--- src/rtl/ae350_rst_pkg.sv ---
// Shared state encoding, default cycle counts and counter sizing for the AE350 reset sequencer.
package ae350_rst_pkg;

  typedef enum logic [2:0] {
    StWaitLock = 3'd0,
    StDdrRel   = 3'd1,
    StWaitInit = 3'd2,
    StPorDly   = 3'd3,
    StHwDly    = 3'd4,
    StRun      = 3'd5,
    StError    = 3'd6
  } seq_state_e;

  localparam int unsigned DefLockStableCyc = 1024;
  localparam int unsigned DefPorDlyCyc     = 256;
  localparam int unsigned DefHwDlyCyc      = 64;
  localparam int unsigned DefDbncCyc       = 50000;
  localparam int unsigned DefDdrTmoCyc     = 1048576;
  localparam int unsigned DefMaxRetry      = 3;
  localparam int unsigned TmoPulseCyc      = 16;

  function automatic int unsigned cnt_width(input int unsigned cyc);
    return $clog2(cyc) + 1;
  endfunction

  function automatic int unsigned max_cyc(input int unsigned a, input int unsigned b);
    return (a > b) ? a : b;
  endfunction

endpackage

--- src/rtl/ae350_key_dbnc.sv ---
// User reset key debouncer: one registered pulse per sufficiently long low press.
module ae350_key_dbnc
  import ae350_rst_pkg::*;
#(
  parameter int unsigned DBNC_CYC = DefDbncCyc
) (
  input  logic i_clk,
  input  logic i_rstn,
  input  logic i_key_rstn,
  output logic o_key_pulse,
  output logic o_key_held
);

  localparam int unsigned     CntW   = cnt_width(DBNC_CYC);
  localparam logic [CntW-1:0] CntHit = CntW'(DBNC_CYC - 1);

  logic [CntW-1:0] r_cnt;
  logic            r_pulse;
  logic            r_fired;
  logic            w_hit;

  // r_fired blocks a second pulse until the key is seen high again
  assign w_hit = !i_key_rstn && (r_cnt == CntHit) && !r_fired;

  always_ff @(posedge i_clk) begin
    if (!i_rstn) begin
      r_cnt   <= '0;
      r_pulse <= 1'b0;
      r_fired <= 1'b0;
    end else if (i_key_rstn) begin
      r_cnt   <= '0;
      r_pulse <= 1'b0;
      r_fired <= 1'b0;
    end else begin
      if (r_cnt != '1) r_cnt <= r_cnt + 1'b1;
      r_pulse <= w_hit;
      if (w_hit) r_fired <= 1'b1;
    end
  end

  assign o_key_pulse = r_pulse;
  assign o_key_held  = r_fired;

endmodule

--- src/rtl/ae350_rst_seq.sv ---
// AE350 reset/bring-up sequencer: lock qualify, DDR3 release and calibration, then POR/HW release.
// Build option AE350_RST_SEQ_DDR_TMO_EN adds a DDR3 init timeout with retries and an ERROR state.
module ae350_rst_seq
  import ae350_rst_pkg::*;
#(
  parameter int unsigned LOCK_STABLE_CYC = DefLockStableCyc,
  parameter int unsigned POR_DLY_CYC     = DefPorDlyCyc,
  parameter int unsigned HW_DLY_CYC      = DefHwDlyCyc,
`ifdef AE350_RST_SEQ_DDR_TMO_EN
  parameter int unsigned DDR_TMO_CYC     = DefDdrTmoCyc,
  parameter int unsigned MAX_RETRY       = DefMaxRetry,
`endif
  parameter int unsigned DBNC_CYC        = DefDbncCyc
) (
  input  logic       i_clk,
  input  logic       i_rstn,
  input  logic       i_pll_lock,
  input  logic       i_ddr3_lock,
  input  logic       i_ddr3_init,
  input  logic       i_key_rstn,
  output logic       o_ddr3_rstn,
  output logic       o_por_rstn,
  output logic       o_hw_rstn,
  output logic [2:0] o_seq_state,
  output logic       o_seq_err
);

`ifdef AE350_RST_SEQ_DDR_TMO_EN
  localparam int unsigned MaxCyc = max_cyc(max_cyc(LOCK_STABLE_CYC, POR_DLY_CYC),
                                           max_cyc(max_cyc(HW_DLY_CYC, DDR_TMO_CYC), TmoPulseCyc));
`else
  localparam int unsigned MaxCyc = max_cyc(max_cyc(LOCK_STABLE_CYC, POR_DLY_CYC), HW_DLY_CYC);
`endif
  localparam int unsigned     CntW    = cnt_width(MaxCyc);
  localparam logic [CntW-1:0] LockHit = CntW'(LOCK_STABLE_CYC - 1);
  localparam logic [CntW-1:0] PorHit  = CntW'(POR_DLY_CYC - 1);
  localparam logic [CntW-1:0] HwHit   = CntW'(HW_DLY_CYC - 1);
`ifdef AE350_RST_SEQ_DDR_TMO_EN
  localparam int unsigned       RetryW   = cnt_width(MAX_RETRY);
  localparam logic [CntW-1:0]   TmoHit   = CntW'(DDR_TMO_CYC - 1);
  // The DDR_REL cycle that follows supplies the last low cycle of the pulse
  localparam logic [CntW-1:0]   PulseHit = CntW'(TmoPulseCyc - 2);
  localparam logic [RetryW-1:0] RetryMax = RetryW'(MAX_RETRY);
`endif

  seq_state_e      r_state, w_state_d;
  logic [CntW-1:0] r_cnt, w_cnt_d, w_cnt_inc;
  logic            r_ddr3_rstn, w_ddr3_rstn_d;
  logic            r_por_rstn, w_por_rstn_d;
  logic            r_hw_rstn, w_hw_rstn_d;
  logic            w_lock_ok, w_key_pulse, w_key_held, w_init_req, w_abort;
`ifdef AE350_RST_SEQ_DDR_TMO_EN
  logic              r_seq_err, w_seq_err_d;
  logic              r_tmo_pulse, w_tmo_pulse_d;
  logic [RetryW-1:0] r_retry, w_retry_d;
`endif

  ae350_key_dbnc #(
    .DBNC_CYC(DBNC_CYC)
  ) u_key_dbnc (
    .i_clk      (i_clk),
    .i_rstn     (i_rstn),
    .i_key_rstn (i_key_rstn),
    .o_key_pulse(w_key_pulse),
    .o_key_held (w_key_held)
  );

  assign w_lock_ok  = i_pll_lock && i_ddr3_lock;
  assign w_cnt_inc  = (r_cnt == '1) ? r_cnt : r_cnt + 1'b1;
  assign w_init_req = (r_state == StPorDly) || (r_state == StHwDly) || (r_state == StRun);
  assign w_abort    = (r_state != StWaitLock) && (r_state != StError) &&
                      (!w_lock_ok || w_key_pulse || (w_init_req && !i_ddr3_init));

  always_comb begin
    w_state_d     = r_state;
    w_cnt_d       = r_cnt;
    w_ddr3_rstn_d = r_ddr3_rstn;
    w_por_rstn_d  = r_por_rstn;
    w_hw_rstn_d   = r_hw_rstn;
`ifdef AE350_RST_SEQ_DDR_TMO_EN
    w_seq_err_d   = r_seq_err;
    w_tmo_pulse_d = r_tmo_pulse;
    w_retry_d     = r_retry;
`endif
    if (w_abort) begin
      w_state_d     = StWaitLock;
      w_cnt_d       = '0;
      w_ddr3_rstn_d = 1'b0;
      w_por_rstn_d  = 1'b0;
      w_hw_rstn_d   = 1'b0;
`ifdef AE350_RST_SEQ_DDR_TMO_EN
      w_tmo_pulse_d = 1'b0;
`endif
    end else begin
      case (r_state)
        StWaitLock: begin
          if (!w_lock_ok || w_key_held || w_key_pulse) begin
            w_cnt_d = '0;
          end else if (r_cnt == LockHit) begin
            w_state_d = StDdrRel;
            w_cnt_d   = '0;
          end else begin
            w_cnt_d = w_cnt_inc;
          end
        end
        StDdrRel: begin
          w_ddr3_rstn_d = 1'b1;
          w_state_d     = StWaitInit;
        end
        StWaitInit: begin
`ifdef AE350_RST_SEQ_DDR_TMO_EN
          if (r_tmo_pulse) begin
            if (r_cnt == PulseHit) begin
              w_tmo_pulse_d = 1'b0;
              w_state_d     = StDdrRel;
              w_cnt_d       = '0;
            end else begin
              w_cnt_d = w_cnt_inc;
            end
          end else if (i_ddr3_init) begin
            w_state_d = StPorDly;
            w_cnt_d   = '0;
          end else if (r_cnt == TmoHit) begin
            w_cnt_d       = '0;
            w_ddr3_rstn_d = 1'b0;
            if (r_retry == RetryMax) begin
              w_state_d   = StError;
              w_seq_err_d = 1'b1;
            end else begin
              w_retry_d     = r_retry + 1'b1;
              w_tmo_pulse_d = 1'b1;
            end
          end else begin
            w_cnt_d = w_cnt_inc;
          end
`else
          if (i_ddr3_init) begin
            w_state_d = StPorDly;
            w_cnt_d   = '0;
          end
`endif
        end
        StPorDly: begin
          if (r_cnt == PorHit) begin
            w_por_rstn_d = 1'b1;
            w_state_d    = StHwDly;
            w_cnt_d      = '0;
          end else begin
            w_cnt_d = w_cnt_inc;
          end
        end
        StHwDly: begin
          if (r_cnt == HwHit) begin
            w_hw_rstn_d = 1'b1;
            w_state_d   = StRun;
            w_cnt_d     = '0;
`ifdef AE350_RST_SEQ_DDR_TMO_EN
            w_retry_d   = '0;
`endif
          end else begin
            w_cnt_d = w_cnt_inc;
          end
        end
        StRun: ;
`ifdef AE350_RST_SEQ_DDR_TMO_EN
        StError: ;
`endif
        default: begin
          w_state_d     = StWaitLock;
          w_cnt_d       = '0;
          w_ddr3_rstn_d = 1'b0;
          w_por_rstn_d  = 1'b0;
          w_hw_rstn_d   = 1'b0;
        end
      endcase
    end
  end

  always_ff @(posedge i_clk) begin
    if (!i_rstn) begin
      r_state     <= StWaitLock;
      r_cnt       <= '0;
      r_ddr3_rstn <= 1'b0;
      r_por_rstn  <= 1'b0;
      r_hw_rstn   <= 1'b0;
`ifdef AE350_RST_SEQ_DDR_TMO_EN
      r_seq_err   <= 1'b0;
      r_tmo_pulse <= 1'b0;
      r_retry     <= '0;
`endif
    end else begin
      r_state     <= w_state_d;
      r_cnt       <= w_cnt_d;
      r_ddr3_rstn <= w_ddr3_rstn_d;
      r_por_rstn  <= w_por_rstn_d;
      r_hw_rstn   <= w_hw_rstn_d;
`ifdef AE350_RST_SEQ_DDR_TMO_EN
      r_seq_err   <= w_seq_err_d;
      r_tmo_pulse <= w_tmo_pulse_d;
      r_retry     <= w_retry_d;
`endif
    end
  end

  assign o_ddr3_rstn = r_ddr3_rstn;
  assign o_por_rstn  = r_por_rstn;
  assign o_hw_rstn   = r_hw_rstn;
  assign o_seq_state = r_state;
`ifdef AE350_RST_SEQ_DDR_TMO_EN
  assign o_seq_err   = r_seq_err;
`else
  assign o_seq_err   = 1'b0;
`endif

endmodule

--- config.mk ---
export PLATFORM = sky130hd
export DESIGN_NAME = ae350_rst_seq
export DESIGN_NICKNAME = d
export VERILOG_FILES = /design/src/rtl/ae350_rst_pkg.sv /design/src/rtl/ae350_key_dbnc.sv /design/src/rtl/ae350_rst_seq.sv
export SDC_FILE = /design/constraint.sdc
export NUM_CORES = 1
export LEC_CHECK = 0
export BUFFER_PORTS_ARGS = -buffer_cell sky130_fd_sc_hd__clkbuf_2
export CAP_MARGIN = 5
export CORE_ASPECT_RATIO = 0.75
export CORE_MARGIN = 4
export CORE_UTILIZATION = 30
export DETAILED_ROUTE_END_ITERATION = 10
export PLACE_DENSITY = 0.54
export SLEW_MARGIN = 25
export SYNTH_ARGS = -nofsm -noshare
export SYNTH_HDL_FRONTEND = slang
export SYNTH_SLANG_ARGS = --single-unit
--- constraint.sdc ---
create_clock -name i_clk -period 2.38 [get_ports i_clk]
set_clock_uncertainty 0.05 [all_clocks]
set_input_delay 0.476 -clock i_clk [delete_from_list [all_inputs] [get_ports i_clk]]
set_output_delay 0.476 -clock i_clk [all_outputs]
set_load 0.02 [all_outputs]
==> run metrics, run 1 <==
syn_area_per_cell=8.48 sq um; final setup fails=0; I/O Pins=13; Root Driver=clkbuf_8; GR Overflow Total=0; Internal=0.854 mW; GPL Wtd Cong=0.752; synthesis-stage register bit count=36; Post-synth EDFFs=0; initial antenna violation count=0; Layout Area Growth over Synthesis=12.9%; CTS clock-pin slew for the worst setup and hold paths=0.08 ns; ys flop type=dfxtp_1; CTS Buffer Depth=2; post-route cell area=2060 sq um; vias in the first global route=1385; Hold Crit Depth=2; vias=1535; num rows=24; P_sw=0.245 mW; share of layout cells above drive strength 1=14.3%; First-pass DRT Iterations=4; Via density=4.98; first-pass GRT wire length=6400 um; Worst setup SP type=flip-flop; Max FO, Critical Path=6; drt wl/cell=12.6 um; Sink Count=36; leakage=0.752 nW; clock share of power=41.5%; Post-synth ARST share=0%; CTS tree=built; setup bufs post-CTS=0; period utilisation layout=92.3%; Chip Width=98.0 um; Seq pwr share=55.2%; Period minus WS final=2.20 ns; IO buf count=11; Global Route Usage Sum=10.8%; dpl hpwl=2720 um; Worst IR Drop VDD=0.000201 V; Post-Route WL=3890 um; Chip Height=75.5 um; CTS Buf Count=5; total negative setup slack=0 ns; status=completed; worst-skew pair later-pin latency=0.29 ns; Post-DP Area=1950 sq um; Synth Instances=215; core area=5860 sq um; Warnings, synthesis=0; Netlist cell types=46; max_cap viols=0; H-tree depth=2; largest net degree at the start of global routing=18; WP data arrival=2.32 ns; worst hold path type=reg -> reg; synthesized area=1820 sq um; sequential area share after synthesis=39.5%; final hold violation count=0; Gate power share=3.3%; Final ANT Viol Nets=0; RSZ-0062 raised after global routing=no; die area=7400 sq um; Syn Nets=224; Power Density=534 nW/um^2; Sw Share=22.3%; CP required=2.50 ns; CP Class=reg -> reg; crit end category=flip-flop; f_max=0.455 GHz; drt drc=0; Initial Utilization=31.1%; Final #Nets=238; R2R depth=9; n_diodes=0; Slew Viols, Final=0; DRT iter0 DRCs=81
==> path summary, 6_finish.rpt <==
path / from / end / slack [ns]
setup / recovery: u_key_dbnc.r_cnt[3] / u_key_dbnc.r_cnt[15] / 0.18
hold / removal: o_por_rstn / o_por_rstn / 0.44
setup reg to reg: u_key_dbnc.r_cnt[3] / u_key_dbnc.r_cnt[15] / 0.18
hold reg to reg: o_por_rstn / o_por_rstn / 0.44
==> area by class of cell <==
class	instances	area, sq um
well taps	78	97.6
inverters	6	22.5
flip-flops and latches	36	722
clock buffers	7	86.3
repair buffers	14	77.6
fillers	618	3800
multi-input cells	166	1040
clock inverters	1	7.51
==> sequential cells by signal, summed over array words and instances (netlist names) <==
name / cells
u_key_dbnc.r_cnt: 17
r_cnt: 11
o_seq_state: 3
o_ddr3_rstn: 1
o_hw_rstn: 1
o_por_rstn: 1
u_key_dbnc.o_key_held: 1
u_key_dbnc.o_key_pulse: 1
==> worst max-delay path, cell delays in order, from the launching register on <==
cell	delay (ns)
dfxtp_1	0.33
and2_1	0.22
nand4_1	0.15
nor4_2	0.06
ha_1	0.20
and3b_1	0.30
nand4_1	0.25
nor4_1	0.30
xnor2_1	0.16
nor2_1	0.05
==> Yosys cell counts, types with 2 or more instances <==
master / n / share of area, %
a211oi_1: 3 / 1.2
nor4_1: 5 / 1.7
inv_1: 6 / 1.2
nand3b_1: 2 / 0.82
or3_1: 7 / 2.4
buf_2: 2 / 0.55
nand4_1: 6 / 2.1
nand2b_1: 7 / 2.4
nand2_1: 16 / 3.3
ha_1: 3 / 2.1
dfxtp_1: 36 / 40
buf_4: 2 / 0.82
nor2b_1: 2 / 0.69
clkbuf_1: 2 / 0.41
o21a_1: 2 / 0.82
mux2i_1: 2 / 1.1
and4_1: 4 / 1.9
xnor2_1: 5 / 2.4
a21oi_1: 12 / 3.3
xor2_1: 9 / 4.3
o21ai_0: 12 / 3.3
nor3_1: 4 / 1.1
a21o_1: 5 / 2.1
nand3_1: 10 / 2.7
and3_1: 4 / 1.4
and2_1: 3 / 1.0
nor2_1: 24 / 4.9
o31a_1: 2 / 0.96
==> power by group through the flow <==
| stage | logic (mW) | clock network [mW] | registers, mW |
|---|---|---|---|
| after floorplan | 0.0277 | 0 | 0.620 |
| after global placement | 0.0365 | 0 | 0.621 |
| after detailed placement | 0.0365 | 0 | 0.621 |
| after CTS | 0.0365 | 0.469 | 0.607 |
| after global routing | 0.0400 | 0.496 | 0.607 |
| final | 0.0363 | 0.456 | 0.607 |
==> per-stage QoR <==
stage                     util [%]  total power, mW  hold slack (ns)  std cells  worst slack (ns)
after floorplan                  -            0.648            0.391        215             0.247
after global placement        33.3            0.657            0.407        299             0.165
after detailed placement      33.3            0.657            0.415        299             0.162
after CTS                     34.9             1.11            0.434        307             0.136
after global routing          35.1             1.14            0.458        308            0.0392
final                         35.1             1.10            0.436        308             0.182
==> metal layers <==
| layer | wire length, um | GRT usage [%] | share of wire, % | up-vias |
|---|---|---|---|---|
| met5 | 0 | 0 | 0 | - |
| met2 | 1530 | 15.6 | 39 | 31 |
| met1 | 2110 | 15.0 | 54 | 702 |
| li1 | - | - | - | 798 |
| met4 | 39 | 4.15 | 1.0 | 0 |
| met3 | 204 | 3.39 | 5.3 | 4 |
==> logic make-up after synthesis <==
family | Yosys count | synth area share [%]
other | 1 | 0.206
flip-flops | 36 | 39.5
multiplexers | 2 | 1.10
buffers and inverters | 14 | 3.84
adder cells (fa/ha/maj) | 3 | 2.06
XOR/XNOR | 14 | 6.73
AND/OR/NAND/NOR | 102 | 30.7
AO/OA/AOI/OAI | 43 | 15.8
==> repair_timing <==
action / 4_1_cts / 5_1_grt
resized for setup: 0 / 2
setup endpoints to repair: 0 / 4
hold buffers: 0 / 0
==> cells in the final DEF (no fill, tap or decap), types with 6 or more instances in the layout <==
master    synthesis  routed
dfxtp_1          36      35
nor2_1           24      24
nand2_1          16      16
o21ai_0          12      12
a21oi_1          12      12
clkbuf_2          0      11
nand3_1          10      10
xor2_1            9       9
nand4_1           6       7
nand2b_1          7       7
or3_1             7       7
inv_1             6       6
clkbuf_8          0       6
Note: power is estimated with default switching activity, not from simulation.
==> inputs of run 2 (changes only) <==
Settings changed: SYNTH_HIERARCHICAL set to 1.
==> run 2 against run 1 <==
  * Critical endpoint is now u_key_dbnc/r_cnt[15]
  * Die area grew 11%
  * Critical path type unchanged
  * Largest cell class unchanged
  * Worst setup slack gained 0.014 ns
  * Largest power group unchanged
  * First-iteration DRC count grew 67%
  * Register-to-register slack is essentially flat
  * Critical path depth shrank 1
  * Combinational power grew 29%
  * Highest routed layer unchanged
  * Final cell count grew 16%
  * Wire length grew 28%
==> run metrics, run 2 <==
status=completed (unchanged); top post-synthesis cells by count=dfxtp_1, nand2_1, nor2_1, o21ai_0, o211ai_1 (was dfxtp_1, nor2_1, nand2_1, a21oi_1, o21ai_0); Period minus WS final=2.18 ns (was 2.20 ns); reg2reg end=u_key_dbnc/r_cnt[15] (was u_key_dbnc.r_cnt[15]); met3 Use GR=3.76% (was 3.39%); drt wl/cell=13.9 um (was 12.6 um); first-pass GRT wire length=8510 um (was 6400 um); Synth Instances=253 (was 215); core area=6440 sq um (was 5860 sq um); Gate power share=4.4% (was 3.3%); clock share of power=38.8% (was 41.5%); Post-synth ARST share=0% (unchanged); RR Startpoint=u_key_dbnc/r_cnt[10] (was u_key_dbnc.r_cnt[3]); share of layout cells above drive strength 1=17.8% (was 14.3%); Sink Count=36 (unchanged); CTS Buffer Depth=2 (unchanged); DRT iter0 DRCs=135 (was 81); WP data arrival=2.36 ns (was 2.32 ns); Hold Crit Depth=4 (was 2); Final #Nets=284 (was 238); Worst IR Drop VDD=0.000210 V (was 0.000201 V); hold_buf cts=0 (unchanged); First-pass DRT Iterations=4 (unchanged); Sw Share=23.3% (was 22.3%); Inst Count DP=349 (was 299); CP Class=reg -> reg (unchanged); CTS clock-pin slew for the worst setup and hold paths=0.08 ns (about the same); sequential area share after synthesis=35.3% (was 39.5%); most frequent cells in the layout=dfxtp_1, nand2_1, nor2_1 (was dfxtp_1, nor2_1, nand2_1); GPL Wtd Cong=0.819 (was 0.752); Rel. slew slack=57.0%; Hold EP=u_key_dbnc/r_cnt[13] (was o_por_rstn); P_sw=0.249 mW (was 0.245 mW); cts repair resizes=0 (unchanged); final hold violation count=0 (unchanged); Final ANT Viol Nets=0 (unchanged); most common cell after layout, fill and taps aside=dfxtp_1 (unchanged); Max FO, Critical Path=5 (was 6); Internal=0.822 mW (was 0.854 mW); die area=8210 sq um (was 7400 sq um); ys flop type=dfxtp_1 (unchanged); Reg2Reg Setup Slack=0.20 ns (was 0.18 ns); hold_sp=i_key_rstn (was o_por_rstn); Initial Utilization=31.7% (was 31.1%); Worst-Margin Slew=0.643 ns; synthesis-stage register bit count=36 (unchanged); Largest Register=u_key_dbnc/r_cnt (was u_key_dbnc.r_cnt); leakage=0.803 nW (was 0.752 nW); total power=1.07 mW (was 1.10 mW); RSZ-0062 raised after global routing=no (unchanged); top-count cell post-synth=dfxtp_1 (unchanged); IO buf count=11 (unchanged); n_diodes=0 (unchanged); Via density=5.27 (was 4.98); synthesized area=2040 sq um (was 1820 sq um); Warnings, synthesis=6 (was 0); R2R depth=8 (was 9); Cell Count, Final, Fillers Out=356 (was 308); vias in the first global route=1654 (was 1385); met1 Usage GRT=22.2% (was 15.0%); total negative setup slack=0 ns (unchanged); GR Overflow Total=0 (unchanged); num rows=25 (was 24); dpl hpwl=3710 um (was 2720 um); vias=1875 (was 1535); initial antenna violation count=0 (unchanged); GRT busiest layer=met1 (was met2); Synth top area share=35.3% (was 39.5%); Seq pwr share=56.8% (was 55.2%); I/O Pins=13 (unchanged); max_cap viols=0 (unchanged); Power Density=457 nW/um^2 (was 534 nW/um^2); fillers=651 (was 618); CTS Buf Count=5 (unchanged); syn_area_per_cell=8.08 sq um (was 8.48 sq um); CP required=2.56 ns (was 2.50 ns); f_max=0.458 GHz (was 0.455 GHz); setup bufs post-CTS=0 (unchanged); GR Util met2=15.1% (was 15.6%); Syn Nets=262 (was 224); worst hold slack=0.440 ns (was 0.436 ns); area leader, netlist=dfxtp_1 (unchanged); final setup fails=0 (unchanged); worst hold path type=in -> reg (was reg -> reg); crit end category=flip-flop (unchanged); Global Route Usage Sum=13.3% (was 10.8%); Chip Height=79.5 um (was 75.5 um); Netlist cell types=50 (was 46); post-layout util=36.3% (was 35.1%); largest net degree at the start of global routing=18 (unchanged); Layout Area Growth over Synthesis=14.5% (was 12.9%); Largest register FFs=17 (unchanged); worst-skew pair later-pin latency=0.29 ns (about the same); drt drc=0 (unchanged); Root Driver=clkbuf_8 (unchanged); H-tree depth=2 (unchanged); CTS tree=built (unchanged); Synth area leaders=dfxtp_1, nand2_1, o211ai_1 (was dfxtp_1, nor2_1, xor2_1); Chip Width=103 um (was 98.0 um); Slew Viols, Final=0 (unchanged); Worst setup SP type=flip-flop (unchanged); Post-synth EDFFs=0 (unchanged); period utilisation layout=91.8% (was 92.3%); Post-Route WL=4960 um (was 3890 um)
## run 2: kinds of logic (layout without fill, tap and decap cells)
group                    Yosys count  after routing  synth area share (%)
AND/OR/NAND/NOR                  122            122                  33.0
AO/OA/AOI/OAI                     57             57                  18.8
flip-flops                        36             36                  35.3
buffers and inverters             21             43                  5.14
XOR/XNOR                          11             11                  4.71
adder cells (fa/ha/maj)            3              3                  1.84
multiplexers                       2              2                 0.979
other                              1              1                 0.183
## run 2: worst max path at each step
stage,startpoint,end,cells past startpoint
finish,u_key_dbnc/r_cnt[10],u_key_dbnc/r_cnt[15],8
global route,u_key_dbnc/r_cnt[10],u_key_dbnc/r_cnt[15],8
CTS,u_key_dbnc/r_cnt[10],u_key_dbnc/r_cnt[15],8
detailed placement,u_key_dbnc/r_cnt[10],u_key_dbnc/r_cnt[15],8
global placement,u_key_dbnc/r_cnt[10],u_key_dbnc/r_cnt[15],8
floorplan,u_key_dbnc/r_cnt[10],u_key_dbnc/r_cnt[14],10
## run 2: final cells by class
type	count	area (sq um)	area share (%)
multi-input combinational	196	1230	52.5
clock inverter	1	5.00	0.214
timing repair buffer	28	183	7.80
clock buffer	6	72.6	3.10
tap	81	101	4.33
sequential	36	721	30.8
inverter	8	30.0	1.28
## run 2: routing by layer
metal | share of wire, % | up-vias | wire length [um]
li1 | - | 971 | -
met3 | 5.1 | 4 | 254
met4 | 0.95 | 0 | 47
met5 | 0 | - | 0
met1 | 59 | 865 | 2950
met2 | 35 | 35 | 1710
## run 2: power groups by stage
stage / clock (mW) / sequential [mW] / combinational, mW
floorplan: 0 / 0.624 / 0.0273
global placement: 0 / 0.622 / 0.0463
detailed placement: 0 / 0.623 / 0.0463
CTS: 0.437 / 0.608 / 0.0468
global route: 0.456 / 0.609 / 0.0527
finish: 0.415 / 0.609 / 0.0468
## run 2: through the flow
stage / setup WS, ns / area, sq um
floorplan: 0.149 / 2040
global placement: 0.198 / 2250
detailed placement: 0.150 / 2250
CTS: 0.123 / 2330
global route: 0.0209 / 2340
finish: 0.196 / 2340
## run 2: worst max-delay path, cell delays in order (launching register included)
cell      delay (ns)
dfxtp_1         0.36
and4_1          0.23
nand3_2         0.12
nor4_1          0.07
ha_1            0.19
nand3b_4        0.16
or3_4           0.39
or4_1           0.40
a21oi_1         0.15
